File: src/rtl/corescore_collector_uart.sv
// rtl/corescore_collector_uart.sv - 8N1 UART receiver producing a valid/ready byte stream
// Mid-bit sampling, with frame error and overrun pulses reported beside the data.
module corescore_collector_uart #(
    parameter int clk_freq_hz = 27000000,
    parameter int baud_rate   = 115200
) (
    input  logic       i_clk,
    input  logic       i_rst,
    input  logic       i_uart_rx,
    output logic [7:0] o_data,
    output logic       o_valid,
    input  logic       i_ready,
    output logic       o_frame_err,
    output logic       o_overrun
);

    localparam int BIT  = clk_freq_hz / baud_rate;
    localparam int HALF = BIT / 2;
    localparam int TW   = $clog2(BIT) + 1;

    localparam logic [TW-1:0] BIT_RELOAD  = TW'(BIT - 1);
    localparam logic [TW-1:0] HALF_RELOAD = TW'(HALF - 1);

    typedef enum logic [2:0] {
        IDLE,
        START,
        DATA,
        STOP,
        WAIT_IDLE
    } state_t;

    state_t        state;
    logic          rx_meta;
    logic          rx_s;
    logic [TW-1:0] timer;
    logic [2:0]    index;
    logic [7:0]    shreg;

    logic sample;
    logic byte_done;

    assign sample    = (timer == '0);
    assign byte_done = (state == STOP) && sample && rx_s;

    always_ff @(posedge i_clk) begin
        if (i_rst) begin
            rx_meta     <= 1'b1;
            rx_s        <= 1'b1;
            state       <= IDLE;
            timer       <= '0;
            index       <= '0;
            shreg       <= '0;
            o_data      <= 8'h00;
            o_valid     <= 1'b0;
            o_frame_err <= 1'b0;
            o_overrun   <= 1'b0;
        end else begin
            rx_meta     <= i_uart_rx;
            rx_s        <= rx_meta;
            o_frame_err <= 1'b0;
            o_overrun   <= 1'b0;

            // A completing byte may replace one being accepted in the same cycle.
            if (byte_done) begin
                if (!o_valid || i_ready) begin
                    o_data  <= shreg;
                    o_valid <= 1'b1;
                end else begin
                    o_overrun <= 1'b1;
                end
            end else if (o_valid && i_ready) begin
                o_valid <= 1'b0;
            end

            case (state)
                IDLE: begin
                    if (!rx_s) begin
                        state <= START;
                        timer <= HALF_RELOAD;
                    end
                end
                START: begin
                    if (sample) begin
                        if (!rx_s) begin
                            state <= DATA;
                            timer <= BIT_RELOAD;
                            index <= '0;
                        end else begin
                            state <= IDLE;
                        end
                    end else begin
                        timer <= timer - 1'b1;
                    end
                end
                DATA: begin
                    if (sample) begin
                        shreg <= {rx_s, shreg[7:1]};
                        timer <= BIT_RELOAD;
                        index <= index + 1'b1;
                        if (index == 3'd7) begin
                            state <= STOP;
                        end
                    end else begin
                        timer <= timer - 1'b1;
                    end
                end
                STOP: begin
                    if (sample) begin
                        if (rx_s) begin
                            state <= IDLE;
                        end else begin
                            o_frame_err <= 1'b1;
                            state       <= WAIT_IDLE;
                        end
                    end else begin
                        timer <= timer - 1'b1;
                    end
                end
                WAIT_IDLE: begin
                    // A held-low break yields one frame error, not one per bit time.
                    if (rx_s) begin
                        state <= IDLE;
                    end
                end
                default: state <= IDLE;
            endcase
        end
    end

endmodule
File: config.mk
export PLATFORM = sky130hd
export DESIGN_NAME = corescore_collector_uart
export DESIGN_NICKNAME = d
export VERILOG_FILES = /design/src/rtl/corescore_collector_uart.sv
export SDC_FILE = /design/constraint.sdc
export NUM_CORES = 1
export LEC_CHECK = 0
export ABC_CLOCK_PERIOD_IN_PS = 2700
export CORE_AREA = 2 2 69 71
export CTS_CLUSTER_SIZE = 10
export DETAILED_ROUTE_END_ITERATION = 8
export DIE_AREA = 0 0 71 73
export PLACE_DENSITY = 0.68
export SYNTH_ARGS = -nofsm -noshare
export SYNTH_HDL_FRONTEND = slang
export SYNTH_SLANG_ARGS = --single-unit
File: constraint.sdc
create_clock -name i_clk -period 2.7 [get_ports i_clk]
set_input_delay 0.27 -clock i_clk [delete_from_list [all_inputs] [get_ports i_clk]]
set_output_delay 0.27 -clock i_clk [all_outputs]
set_load 0.01 [all_outputs]
==> qor.yml <==
clockBufferDepth: 2
cts.hold.buffers_added: 0
post-route-period-util_pct: 78.40
crit_fanout: 8
p_per_area_nw_per_um2: 555.6
die_h_um: 73
antenna_left: 0
fin_nets: 206
slowest_stage: "or4b_1"
synth_area_um2: 1723
area_delta_synth_final_pct: 16.34
fp.coreArea_um2: 4536
drv_slew: 0
worstRegToRegCells: 7
grt_pass1_wl_um: 5947
vias_per_cell: 5.486
status: "finished, final reports clean"
syn_nets: 191
max_freq_mhz: 472.4
dp_hpwl_um: 2425
synth_cells: 184
drtPass1Iterations: 4
layout_commonest_cell: "dfxtp_1"
layout-drive-gt1-share_pct: 12.06
hold_viol_final: 0
yosys_warnings: 0
power.leakage_nw: 0.7246
p_total_mw: 1.114
rr_endpoint: "o_data[6]"
gr-total-overflow: 0
drc: 0
ctsHtreeMaxLevel: 2
relSlewSlack_pct: 55.81
hp-class: "flip-flop to flip-flop"
grt_pass1_vias: 1292
chipWidth_um: 71
fin_crit_ps: 2117
worst_pin_slew_ps: 656.8
place_congestion: 0.8458
holdCritStartpoint: "rx_meta"
crit_path_cell_trace: "inv_1 > ha_1 > or4b_1 > nor4b_4 > buf_4 > mux2i_1 > nor2_1"
synth-seq-cells: 36
cts_made_buffers: 5
start_kind: "flip-flop"
start_util_pct: 37.99
wire_per_inst_um: 13.56
holdPathStages: 1
grt_max_degree: 22
max_cap_viol_count: 0
ios: 15
antennaDiodeCount: 0
dieArea_um2: 5183
finalSetupTns_ps: 0
grt_antenna_before_repair: 0
critPathKind: "flip-flop to flip-flop"
rows: 25
clk_pin_slew_worst_paths_ps: 70
r2r_start: "timer[0]"
irDropWorstVdd_v: 0.0003647
end_kind: "flip-flop"
cp.depth: 7
drt_wl_total_um: 3430
synth_area_per_cell_um2: 9.364
whs_endpoint: "rx_s"
yosysUniqueCellTypes: 45
setup_viol: 0
final_util_pct: 44.19
cts_resized: 0
layoutNonFillerInstCount: 253
placement.io_buffers: 14
mostFrequentLayoutCells: "36 x dfxtp_1, 22 x nor2_1, 19 x mux2i_1"
vias: 1388
drtIter0Drc: 50
max_stage_delay_ps: 630
cts_setup_buffers: 0
clk_latency_ps: 290
crit_buf_inv: 2
synthFlopType: "dfxtp_1"
clock_skew_ps: 4.020
crit_arrival_ps: 2300
rrSetupSlack_ps: 580
dp.cells: 246
cts.sinks: 36
synth_edf_count: 0
path_delay_family: "simple AND/OR/NAND/NOR gates"
grt_setup_unrepaired: "no"
ys_async_sr_fraction_pct: 0
critPathRequiredTime_ps: 2880
clock-root-buffer: "clkbuf_8"
grt_use_total_pct: 14.34
yosysSeqAreaShare_pct: 41.83
cts_tree: "done"
==> how the worst max path moves through the flow <==
stage | start | to
after floorplan | timer[0] | timer[6]
after global placement | timer[0] | o_data[0]
after detailed placement | timer[0] | o_data[7]
after CTS | timer[0] | o_data[7]
after global routing | timer[0] | o_data[7]
final | timer[0] | o_data[6]
==> registers in the layout (all words and copies together) (netlist names) <==
name and flops:
rx_s 1, rx_meta 1, timer 9, shreg 8, o_data 8, o_frame_err 1, state 3, index 3
o_valid 1, o_overrun 1
==> cell type report <==
class                           count  area (um2)
Inverter                            7       26.28
Clock inverter                      2       12.51
Clock buffer                        5       68.82
Tap cell                           54       67.56
Timing Repair Buffer               20       197.7
Fill cell                         428        2531
Multi-Input combinational cell    129       910.9
Sequential cell                    36       720.7
==> synth_stat cells (2+ instances only) <==
cell type  number  area, um2
a211oi_1        2      15.01
a21oi_1        11      55.05
a221oi_1        2      17.52
buf_2           4      20.02
buf_6           2      22.52
clkbuf_1        6      22.52
dfxtp_1        36      720.7
ha_1            3      37.54
inv_1           7      26.28
mux2i_1        19      190.2
nand2_1        14      52.55
nand3_1         6      30.03
nor2_1         22      82.58
nor3_1          8      40.04
nor4_1          2      12.51
o211a_1         2      20.02
o21ai_0         2      10.01
o221ai_1        3      26.28
o31a_2          2      20.02
o31ai_1         2      15.01
o32ai_1         2      17.52
or2_2           3      18.77
or4b_1          2      20.02
==> metal layers <==
metal  track usage, %  vias to the layer above  part of all wire, %
met2            22.64                       24                   46
met5                0                        -                    0
met3            3.729                        6                  4.0
li1                 -                      701                    -
met1            18.62                      657                   48
met4            6.080                        0                  1.7
==> per-stage QoR <==
stage / hold slack, ps / area (um2) / setup slack (ps)
2_1_floorplan: 373.8 / 1723 / 769.3
3_3_place_gp: 391.8 / 1923 / 641.8
3_5_place_dp: 392.3 / 1923 / 593.6
4_1_cts: 409.6 / 2004 / 574.7
5_1_grt: 425.3 / 2004 / 453.0
6_report: 408.6 / 2004 / 583.2
==> power breakdown <==
part           switching, mW  internal (mW)
Sequential            0.0224          0.545
Combinational          0.107         0.0738
Clock                  0.191          0.174
Total                  0.321          0.793
==> cells by family (layout without fill, tap and decap cells) <==
logic type      Yosys count  count (layout)  synth area share (%)
mux                      19              19                 11.04
buf+inv                  19              34                 5.302
compound gates           37              37                 17.36
fa+ha+maj                 3               3                 2.179
xor+xnor                  1               1                0.5084
simple gates             69              69                 21.79
flops                    36              36                 41.83
Power figures use the tool's default switching activity.
